--- src/rtl/number_display_renderer.sv ---
// Multi-digit decimal renderer: sequential double-dabble into a display register,
// then a two-stage pixel pipeline over the shared digit-font ROMs.

module DigitFontRom #(
  parameter logic [3:0] CODE = 4'd0
) (
  input  logic        clock,
  input  logic [10:0] address,
  output logic [15:0] q
);
  logic [10:0] addrReg;

  // Registered-address ROM; each word tags its glyph code and pixel address
  always_ff @(posedge clock) begin
    addrReg <= address;
  end

  assign q = {1'b1, CODE, addrReg};
endmodule

module font_048 (input logic clock, input logic [10:0] address, output logic [15:0] q);
  DigitFontRom #(.CODE(4'd0)) uRom (.clock(clock), .address(address), .q(q));
endmodule

module font_049 (input logic clock, input logic [10:0] address, output logic [15:0] q);
  DigitFontRom #(.CODE(4'd1)) uRom (.clock(clock), .address(address), .q(q));
endmodule

module font_050 (input logic clock, input logic [10:0] address, output logic [15:0] q);
  DigitFontRom #(.CODE(4'd2)) uRom (.clock(clock), .address(address), .q(q));
endmodule

module font_051 (input logic clock, input logic [10:0] address, output logic [15:0] q);
  DigitFontRom #(.CODE(4'd3)) uRom (.clock(clock), .address(address), .q(q));
endmodule

module font_052 (input logic clock, input logic [10:0] address, output logic [15:0] q);
  DigitFontRom #(.CODE(4'd4)) uRom (.clock(clock), .address(address), .q(q));
endmodule

module font_053 (input logic clock, input logic [10:0] address, output logic [15:0] q);
  DigitFontRom #(.CODE(4'd5)) uRom (.clock(clock), .address(address), .q(q));
endmodule

module font_054 (input logic clock, input logic [10:0] address, output logic [15:0] q);
  DigitFontRom #(.CODE(4'd6)) uRom (.clock(clock), .address(address), .q(q));
endmodule

module font_055 (input logic clock, input logic [10:0] address, output logic [15:0] q);
  DigitFontRom #(.CODE(4'd7)) uRom (.clock(clock), .address(address), .q(q));
endmodule

module font_056 (input logic clock, input logic [10:0] address, output logic [15:0] q);
  DigitFontRom #(.CODE(4'd8)) uRom (.clock(clock), .address(address), .q(q));
endmodule

module font_057 (input logic clock, input logic [10:0] address, output logic [15:0] q);
  DigitFontRom #(.CODE(4'd9)) uRom (.clock(clock), .address(address), .q(q));
endmodule

module number_display_renderer #(
  parameter int          DIGITS      = 4,
  parameter int          VALUE_WIDTH = 14,
  parameter int          FONT_W      = 32,
  parameter int          FONT_H      = 64,
  parameter logic [15:0] TRANSPARENT = 16'd0
) (
  input  logic                   iClock,
  input  logic                   iResetN,
  input  logic                   iLoad,
  input  logic [VALUE_WIDTH-1:0] iValue,
  input  logic                   iBlankLeadingZeros,
  input  logic                   iPixelValid,
  input  logic [10:0]            iX,
  input  logic [10:0]            iY,
  output logic                   oBusy,
  output logic                   oOverflow,
  output logic                   oPixelValid,
  output logic [15:0]            oColorIndex
);
  localparam int          BCD_W     = 4 * DIGITS;
  localparam int          CNT_W     = $clog2(VALUE_WIDTH + 1);
  localparam int          COL_BITS  = $clog2(FONT_W);
  localparam logic [31:0] MAX_VALUE = 32'(10 ** DIGITS - 1);
  localparam logic [31:0] BOX_W     = 32'(DIGITS * FONT_W);
  localparam logic [31:0] BOX_H     = 32'(FONT_H);

  localparam logic [0:0] IDLE    = 1'b0;
  localparam logic [0:0] CONVERT = 1'b1;

  logic [0:0]             state;
  logic [CNT_W-1:0]       count;
  logic [VALUE_WIDTH-1:0] shiftReg;
  logic [BCD_W-1:0]       bcd;
  logic [BCD_W-1:0]       bcdAdj;
  logic [BCD_W-1:0]       bcdNext;
  logic [BCD_W-1:0]       digits;
  logic [31:0]            valueExt;
  logic                   valueTooBig;
  logic [VALUE_WIDTH-1:0] satValue;

  assign valueExt    = 32'(iValue);
  assign valueTooBig = valueExt > MAX_VALUE;
  assign satValue    = valueTooBig ? MAX_VALUE[VALUE_WIDTH-1:0] : iValue;
  assign oBusy       = (state == CONVERT);

  always_comb begin
    bcdAdj = bcd;
    for (int i = 0; i < DIGITS; i++) begin
      if (bcd[4*i +: 4] >= 4'd5) bcdAdj[4*i +: 4] = bcd[4*i +: 4] + 4'd3;
    end
  end

  // Saturation keeps the value within DIGITS nibbles, so the dropped top bit is always 0
  assign bcdNext = {bcdAdj[BCD_W-2:0], shiftReg[VALUE_WIDTH-1]};

  always_ff @(posedge iClock) begin
    if (!iResetN) begin
      state     <= IDLE;
      count     <= '0;
      shiftReg  <= '0;
      bcd       <= '0;
      digits    <= '0;
      oOverflow <= 1'b0;
    end else begin
      case (state)
        IDLE: begin
          if (iLoad) begin
            shiftReg  <= satValue;
            bcd       <= '0;
            count     <= CNT_W'(VALUE_WIDTH);
            oOverflow <= valueTooBig;
            state     <= CONVERT;
          end
        end
        CONVERT: begin
          bcd      <= bcdNext;
          shiftReg <= shiftReg << 1;
          count    <= count - 1'b1;
          if (count == CNT_W'(1)) begin
            digits <= bcdNext;
            state  <= IDLE;
          end
        end
        default: state <= IDLE;
      endcase
    end
  end

  logic [10:0]         pos;
  logic [COL_BITS-1:0] col;
  logic [10:0]         romAddr;
  logic                outOfBox;
  logic [DIGITS-1:0]   leadZero;
  logic                zeroRun;
  logic [3:0]          selCode;
  logic                selBlank;

  assign pos      = iX >> COL_BITS;
  assign col      = iX[COL_BITS-1:0];
  assign romAddr  = 11'(iY << COL_BITS) | 11'(col);
  assign outOfBox = (32'(iX) >= BOX_W) || (32'(iY) >= BOX_H);

  // leadZero[i]: digit i and every more-significant digit are zero
  always_comb begin
    leadZero = '0;
    zeroRun  = 1'b1;
    for (int i = DIGITS - 1; i >= 0; i--) begin
      zeroRun     = zeroRun && (digits[4*i +: 4] == 4'd0);
      leadZero[i] = zeroRun;
    end
  end

  always_comb begin
    selCode  = 4'd0;
    selBlank = 1'b0;
    for (int i = 0; i < DIGITS; i++) begin
      if (pos == 11'(i)) begin
        selCode  = digits[4*(DIGITS-1-i) +: 4];
        selBlank = iBlankLeadingZeros && leadZero[DIGITS-1-i] && ((DIGITS - 1 - i) != 0);
      end
    end
  end

  logic       s1Valid;
  logic [3:0] s1Code;
  logic       s1Transparent;

  // Blank and out-of-box collapse into one flag travelling beside the ROM address
  always_ff @(posedge iClock) begin
    if (!iResetN) begin
      s1Valid       <= 1'b0;
      s1Code        <= 4'd0;
      s1Transparent <= 1'b0;
    end else begin
      s1Valid       <= iPixelValid;
      s1Code        <= selCode;
      s1Transparent <= outOfBox || selBlank;
    end
  end

  logic [15:0] romQ [10];

  font_048 uFont0 (.clock(iClock), .address(romAddr), .q(romQ[0]));
  font_049 uFont1 (.clock(iClock), .address(romAddr), .q(romQ[1]));
  font_050 uFont2 (.clock(iClock), .address(romAddr), .q(romQ[2]));
  font_051 uFont3 (.clock(iClock), .address(romAddr), .q(romQ[3]));
  font_052 uFont4 (.clock(iClock), .address(romAddr), .q(romQ[4]));
  font_053 uFont5 (.clock(iClock), .address(romAddr), .q(romQ[5]));
  font_054 uFont6 (.clock(iClock), .address(romAddr), .q(romQ[6]));
  font_055 uFont7 (.clock(iClock), .address(romAddr), .q(romQ[7]));
  font_056 uFont8 (.clock(iClock), .address(romAddr), .q(romQ[8]));
  font_057 uFont9 (.clock(iClock), .address(romAddr), .q(romQ[9]));

  logic [15:0] pixelColor;

  // Codes above 9 have no glyph and fall through to TRANSPARENT
  always_comb begin
    pixelColor = TRANSPARENT;
    if (!s1Transparent) begin
      for (int i = 0; i < 10; i++) begin
        if (s1Code == 4'(i)) pixelColor = romQ[i];
      end
    end
  end

  always_ff @(posedge iClock) begin
    if (!iResetN) begin
      oPixelValid <= 1'b0;
      oColorIndex <= 16'd0;
    end else begin
      oPixelValid <= s1Valid;
      if (s1Valid) oColorIndex <= pixelColor;
    end
  end
endmodule

--- config.mk ---
export PLATFORM = sky130hd
export DESIGN_NAME = number_display_renderer
export DESIGN_NICKNAME = d
export VERILOG_FILES = /design/src/rtl/number_display_renderer.sv
export SDC_FILE = /design/constraint.sdc
export NUM_CORES = 1
export LEC_CHECK = 0
export CAP_MARGIN = 15
export CORE_ASPECT_RATIO = 0.7
export CORE_UTILIZATION = 55
export CTS_BUF_LIST = sky130_fd_sc_hd__clkbuf_8
export DETAILED_ROUTE_END_ITERATION = 12
export PLACE_DENSITY = 0.82
export SYNTH_ARGS = -nofsm -noshare
export SYNTH_HDL_FRONTEND = slang
export SYNTH_SLANG_ARGS = --single-unit
--- constraint.sdc ---
create_clock -name iClock -period 1.8 [get_ports iClock]
set_input_delay 0.36 -clock iClock [delete_from_list [all_inputs] [get_ports iClock]]
set_output_delay 0.36 -clock iClock [all_outputs]
set_load 0.02 [all_outputs]
==> metrics.yaml, run 1 <==
htree_num_levels: 3
worstSetupPathType: "reg2out"
tightest_slew_ns: 0.580
hold_ws_ns: 0.431
cts_tree: "built"
drive_gt1_frac: 0.107
path_delay_family: "buffers and inverters"
diodes: 0
nNetsFinal: 521
path_max_fanout: 2
syn-cell-area_sq_um: 3650
syn_inst: 404
clock.fmax_mhz: 594
yosysUniqueCellTypes: 44
num_rows: 24
cts_buffer_depth: 2
area_delta_synth_final_pct: 24.8
clkTransAtPathRegs_ns: 0.09
ys_async_sr_fraction: 0
worstSetupStartpointType: "flip-flop"
fp.dieW_um: 99.3
drc: 0
yosysMostFrequentCell: "dfxtp_1"
cts-root-buf: "clkbuf_8"
synth_edf_count: 0
finClkSkew_ns: 0.00912
min_period_ns: 1.68
multi_input_area_sq_um: 1740
seq_area_frac_synth: 0.472
slowest_stage: "clkdlybuf4s50_1"
cts_inserted_buffers: 9
grt_overflow: 0
postCtsHoldBufs: 0
rsz0062_at_grt: "false"
peakVddDrop_mv: 0.405
setup_viol: 0
grt_use_total: 0.263
postRouteWirelength_um: 8510
clock-sinks: 86
crit_buf_inv: 1
finalHoldViolCount: 0
synthTopCellsByCount: "dfxtp_1 (86), a21oi_1 (43), o21ai_0 (35), nor2_1 (29), nand3_1 (22)"
die_height_um: 70.1
grt_pass1_vias: 2961
dieArea_sq_um: 6970
grt_pass1_wl_um: 14300
postCtsSetupBuffers: 0
hold_path.class: "in2reg"
ys_ff_latch: 86
antenna_found_initial: 0
slowest_delay_ns: 0.62
syn_nets: 455
path_cells: "clkdlybuf4s50_1"
synth_flop_cell: "dfxtp_1"
first_pass_iters: 6
endpoint_kind: "output port"
fillers: 487
avgSynthCellArea_sq_um: 9.03
initial_core_util: 0.578
yosysWarnings: 0
seq_area_sq_um: 1720
cellPowerDensity_nw_per_um2: 803
viasPerCell: 5.71
io_buffers: 59
maxCapViolCount: 0
status: "finished clean"
ys_top_cells_by_area: "dfxtp_1 (47%), a21oi_1 (5.9%), o21ai_0 (4.8%), ha_1 (3.4%), nor3b_1 (3.3%)"
cp.arrival_ns: 1.32
synth_top_area_frac: 0.472
io_pins: 60
final.period_utilization: 0.935
core-area_sq_um: 6310
final_max_slew_viol_count: 0
grt_max_degree: 27
drt_iter0_drc: 187
ant_nets: 0
dp_hpwl_um: 6160
yosysTopAreaCell: "dfxtp_1"
post_dp_cell_area_sq_um: 4370
worstPathRequired_ns: 1.44
leakage_nw: 1.68
wl_per_cell_um: 15.4
vias: 3156
gp_congestion: 0.873
fin_area_sq_um: 4550
slew_headroom: 0.612
insertion_delay_ns: 0.36
## cells in the final DEF (no fill, tap or decap), drive strengths merged, types with 4 or more instances in the layout
cell | netlist | routed
nor4 | 5 | 5
a211oi | 11 | 11
nor3b | 16 | 16
dfxtp | 86 | 86
nand2 | 18 | 18
clkbuf | 7 | 10
nor2 | 29 | 29
o21ai | 36 | 36
nand3 | 22 | 22
nor2b | 8 | 8
nand2b | 9 | 9
clkinvlp | 0 | 4
mux4 | 4 | 4
xnor2 | 4 | 4
buf | 18 | 21
inv | 16 | 16
ha | 10 | 10
and3 | 6 | 6
a21oi | 44 | 44
clkdlybuf4s50 | 0 | 58
nor3 | 17 | 17
and2b | 5 | 5
o22ai | 5 | 5
## stage by stage
step	instances	power (mW)	worst slack, ns	utilization	TNS [ns]
floorplan	404	2.27	0.347	-	0
global placement	537	2.45	-0.00698	0.693	-0.0204
detailed placement	537	2.46	-0.0423	0.693	-0.191
CTS	553	3.68	0.0796	0.722	0
global route	553	3.81	0.00132	0.722	0
finish	553	3.66	0.117	0.722	0
## layout make-up
class	count	share of cell area
clock buffers	10	0.0302
clock inverters	6	0.0104
inverters	16	0.0132
multi-input cells	277	0.383
flip-flops and latches	86	0.378
well taps	78	0.0214
repair buffers	80	0.164
## what timing repair did
action                     in CTS  in global routing
hold endpoints to repair        0                  0
pin swaps                       0                  0
resized for setup               1                  1
setup endpoints to repair       1                  6
## routing by layer
layer	routed length, um	GRT usage
met1	4070	0.375
met2	3780	0.396
met3	540	0.0641
met4	115	0.0752
met5	0	0
## where the power goes
group	total, mW	switching, mW	internal [mW]
Combinational	0.410	0.201	0.209
Sequential	2.01	0.0413	1.97
Clock	1.24	0.696	0.542
## worst paths after layout
check / to / from / cells after the start / slack, ns
setup / recovery: oColorIndex[2] / oColorIndex[2] / 1 / 0.12
hold / removal: uFont9.uRom.addrReg[4] / iX[4] / 1 / 0.43
setup reg to reg: bcd[3] / oBusy / 5 / 0.13
hold reg to reg: oColorIndex[0] / uFont9.uRom.addrReg[0] / 2 / 0.46
## cells by family after synthesis
kind of cell             Yosys count  share of synthesized area
multiplexers                      10                     0.0422
flip-flops                        86                      0.472
adder cells (fa/ha/maj)           10                     0.0343
buffers and inverters             41                     0.0508
XOR/XNOR                           4                    0.00960
AO/OA/AOI/OAI                    111                      0.180
AND/OR/NAND/NOR                  142                      0.211
## registers in the layout (all words and copies together), names as in the netlist, 4 cells and up
signal               flops
uFont9.uRom.addrReg     11
digits                  16
s1Code                   4
bcd                     16
count                    4
oColorIndex             16
shiftReg                14
No activity file was read; power rests on OpenSTA's default activity.
==> inputs of run 2 (changes only) <==
--- a/config.mk
+++ b/config.mk
@@ -7,10 +7,13 @@
 export LEC_CHECK = 0
 export CAP_MARGIN = 15
 export CORE_ASPECT_RATIO = 0.7
+export CORE_MARGIN = 2
 export CORE_UTILIZATION = 55
 export CTS_BUF_LIST = sky130_fd_sc_hd__clkbuf_8
+export CTS_CLUSTER_SIZE = 12
 export DETAILED_ROUTE_END_ITERATION = 12
-export PLACE_DENSITY = 0.82
+export PLACE_DENSITY = 0.76
 export SYNTH_ARGS = -nofsm -noshare
 export SYNTH_HDL_FRONTEND = slang
+export SYNTH_HIERARCHICAL = 1
 export SYNTH_SLANG_ARGS = --single-unit
==> run 2 against run 1 <==
Sequential cell count grew 99. Clock power grew 110%. Core utilization shrank 6.0 points. Largest cell class is now flip-flops and latches. Highest routed layer unchanged.
==> metrics.yaml, run 2 <==
slowest_delay_ns: 0.55  # -0.07 ns
clock.fmax_mhz: 580  # -2.4%
cts_tree: "built"
synthTopCellsByCount: "dfxtp_1 (185), nand2_1 (76), o21ai_0 (72), a21oi_1 (56), buf_4 (53)"
initial_core_util: 0.570  # -0.00883
yosysWarnings: 6  # +6
hold_path.class: "reg2reg"
setup_viol: 0  # unchanged
worstReg2RegEnd: "oColorIndex[9]"
reg2reg_slack_ns: 0.09  # -0.04 ns
insertion_delay_ns: 0.45  # +0.09 ns
peakVddDrop_mv: 0.533  # +32%
synth_compound_area_frac: 0.179  # -0.000798
finClkSkew_ns: 0.0118  # +0.00267 ns
area_delta_synth_final_pct: 16.2
avgSynthCellArea_sq_um: 9.45  # +4.6%
slew_headroom: 0.576  # -0.0363
viasPerCell: 5.38  # -5.8%
maxCapViolCount: 0  # unchanged
syn_inst: 800  # +98%
cellPowerDensity_nw_per_um2: 851  # +6.0%
postRouteWirelength_um: 16200  # +91%
finalCoreUtilization: 0.662  # -0.0604
r2r_cells: 5  # unchanged
core-area_sq_um: 13300  # +110%
status: "finished clean"
stdcell_count: 1061  # +92%
clkTransAtPathRegs_ns: 0.10  # about the same
nNetsFinal: 914  # +75%
dieArea_sq_um: 14700  # +110%
yosys.area_share.simple: 0.144  # -0.0671
gp_congestion: 0.885  # +1.4%
antenna_found_initial: 0  # unchanged
fp.dieW_um: 144  # +45%
yosysTopAreaCell: "dfxtp_1"
postCtsHoldBufs: 0  # unchanged
clock-sinks: 185  # +120%
grt_max_degree: 36  # +33%
place_inst: 1027  # +91%
yosysMostFrequentCell: "dfxtp_1"
worstPathRequired_ns: 2.18  # +0.74 ns
synth_top_area_frac: 0.490  # +0.0180
cts_buffer_depth: 2  # unchanged
final_max_slew_viol_count: 0  # unchanged
cts_inserted_buffers: 17  # +8
ant_nets: 0  # unchanged
mostFrequentLayoutCell: "dfxtp_1"
ys_async_sr_fraction: 0  # unchanged
path_max_fanout: 7  # +5
first_pass_iters: 5  # -1
rsz0062_at_grt: "true"
worstSetupStartpointType: "input port"
hold_start: "shiftReg[0]"
dp_hpwl_um: 11100  # +80%
cts-root-buf: "clkbuf_8"
finalHoldViolCount: 0  # unchanged
min_to: "shiftReg[1]"
grt_use_total: 0.230  # -0.0331
min_period_ns: 1.72  # +0.0408 ns
ys_top_cells_by_area: "dfxtp_1 (49%), buf_4 (5.3%), o21ai_0 (4.8%), nand2_1 (3.8%), a21oi_1 (3.7%)"
yosysUniqueCellTypes: 54  # +23%
seq_area_frac_synth: 0.490  # +0.0180
synth_edf_count: 0  # unchanged
grt_overflow: 0  # unchanged
ys_ff_latch: 185  # +120%
drt_iter0_drc: 430  # +130%
endpoint_kind: "flip-flop"
vias: 5704  # +81%
muxShareOfSynthArea: 0.0664  # +0.0242
leakage_nw: 3.65  # +120%
wl_per_cell_um: 15.3  # -0.69%
r2r_start: "s1Code[0]"
worstSetupPathType: "in2reg"
synth_flop_cell: "dfxtp_1"
synth_xor_area_frac: 0.00464  # -0.00497
drc: 0  # unchanged
drive_gt1_frac: 0.139  # +0.0319
final.period_utilization: 0.958  # +0.0227
syn-cell-area_sq_um: 7560  # +110%
synthAdderAreaFrac: 0.0166  # -0.0177
slowest_stage: "or4_4"
num_rows: 35  # +46%
reg_top3: "bcd (16), digits (16), oColorIndex (16)"
die_height_um: 102  # +46%
htree_num_levels: 4  # +1
hold_depth: 2  # +1
grt_pass1_vias: 5511  # +86%
grt_pass1_wl_um: 26300  # +84%
diodes: 0  # unchanged
cp.arrival_ns: 2.10  # +0.78 ns
io_pins: 60  # unchanged
synth_top_family_by_area: "compound AO/OA/AOI/OAI gates"
io_buffers: 59  # unchanged
path_cells: "clkdlybuf4s50_1 > or4_4 > a41o_1 > a21o_4 > buf_4 > o21ai_1"
hold_ws_ns: 0.450  # +0.0189 ns
mostFrequentLayoutCells: "dfxtp_1 (181), nand2_1 (76), o21ai_0 (69), a21oi_1 (55), conb_1 (50)"
tightest_slew_ns: 0.633  # +0.0529 ns
## run 2: repair_timing
item | in CTS | in global routing
setup buffers | 0 | 2
setup endpoints to repair | 21 | 33
resized for setup | 17 | 24
pin swaps | 0 | 7
## run 2: report_power, final
part	switching (mW)	internal, mW	total [mW]	leakage (nW)
clock network	1.59	1.01	2.60	0.184
registers	0.0671	4.27	4.34	1.54
logic	0.273	0.260	0.533	1.92
total	1.93	5.54	7.47	3.65
## run 2: worst max path at each step
stage	from	end	slack, ns
after floorplan	iValue[7]	shiftReg[0]	0.04
after global placement	iValue[7]	shiftReg[0]	-0.42
after detailed placement	iValue[7]	shiftReg[7]	-0.53
after CTS	oColorIndex[8]	oColorIndex[8]	0.002
after global routing	s1Code[0]	oColorIndex[9]	-0.02
final	iValue[7]	shiftReg[5]	0.08
## run 2: cell type report
| class | instances | area [sq um] |
|---|---|---|
| Multi-Input combinational cell | 529 | 3350 |
| Tap cell | 185 | 231 |
| Clock inverter | 15 | 135 |
| Clock buffer | 17 | 234 |
| Fill cell | 1061 | 4490 |
| Inverter | 21 | 82.6 |
| Timing Repair Buffer | 109 | 1030 |
| Sequential cell | 185 | 3710 |
## run 2: kinds of logic (layout without fill, tap and decap cells)
group / count (synthesis) / in the layout
AOI/OAI and AO/OA: 210 / 210
xor gates and xnor gates: 4 / 4
adders and majority gates: 10 / 10
buffers and inverters: 116 / 162
DFF: 185 / 185
muxes: 35 / 35
other: 20 / 50
and+or+nand+nor: 220 / 220
## run 2: critical path: cells and delay by family
family,cells,cell delay (ns)
AO/OA/AOI/OAI,3,0.60
AND/OR/NAND/NOR,1,0.55
buffers and inverters,2,0.58
## run 2: routing by layer
layer	vias to the layer above	track usage	wire (um)
li1	2826	-	-
met1	2705	0.301	7750
met2	146	0.375	7450
met3	27	0.0515	752
met4	0	0.0875	259
met5	-	0	0
## run 2: through the flow
step / TNS [ns] / total power, mW / setup WS, ns / area [sq um]
finish: 0 / 7.47 / 0.0763 / 8780
detailed placement: -5.45 / 4.96 / -0.529 / 8310
global placement: -4.41 / 4.93 / -0.418 / 8310
global route: -0.0194 / 7.78 / -0.0194 / 8780
floorplan: 0 / 4.78 / 0.0378 / 7670
CTS: 0 / 7.51 / 0.00237 / 8690
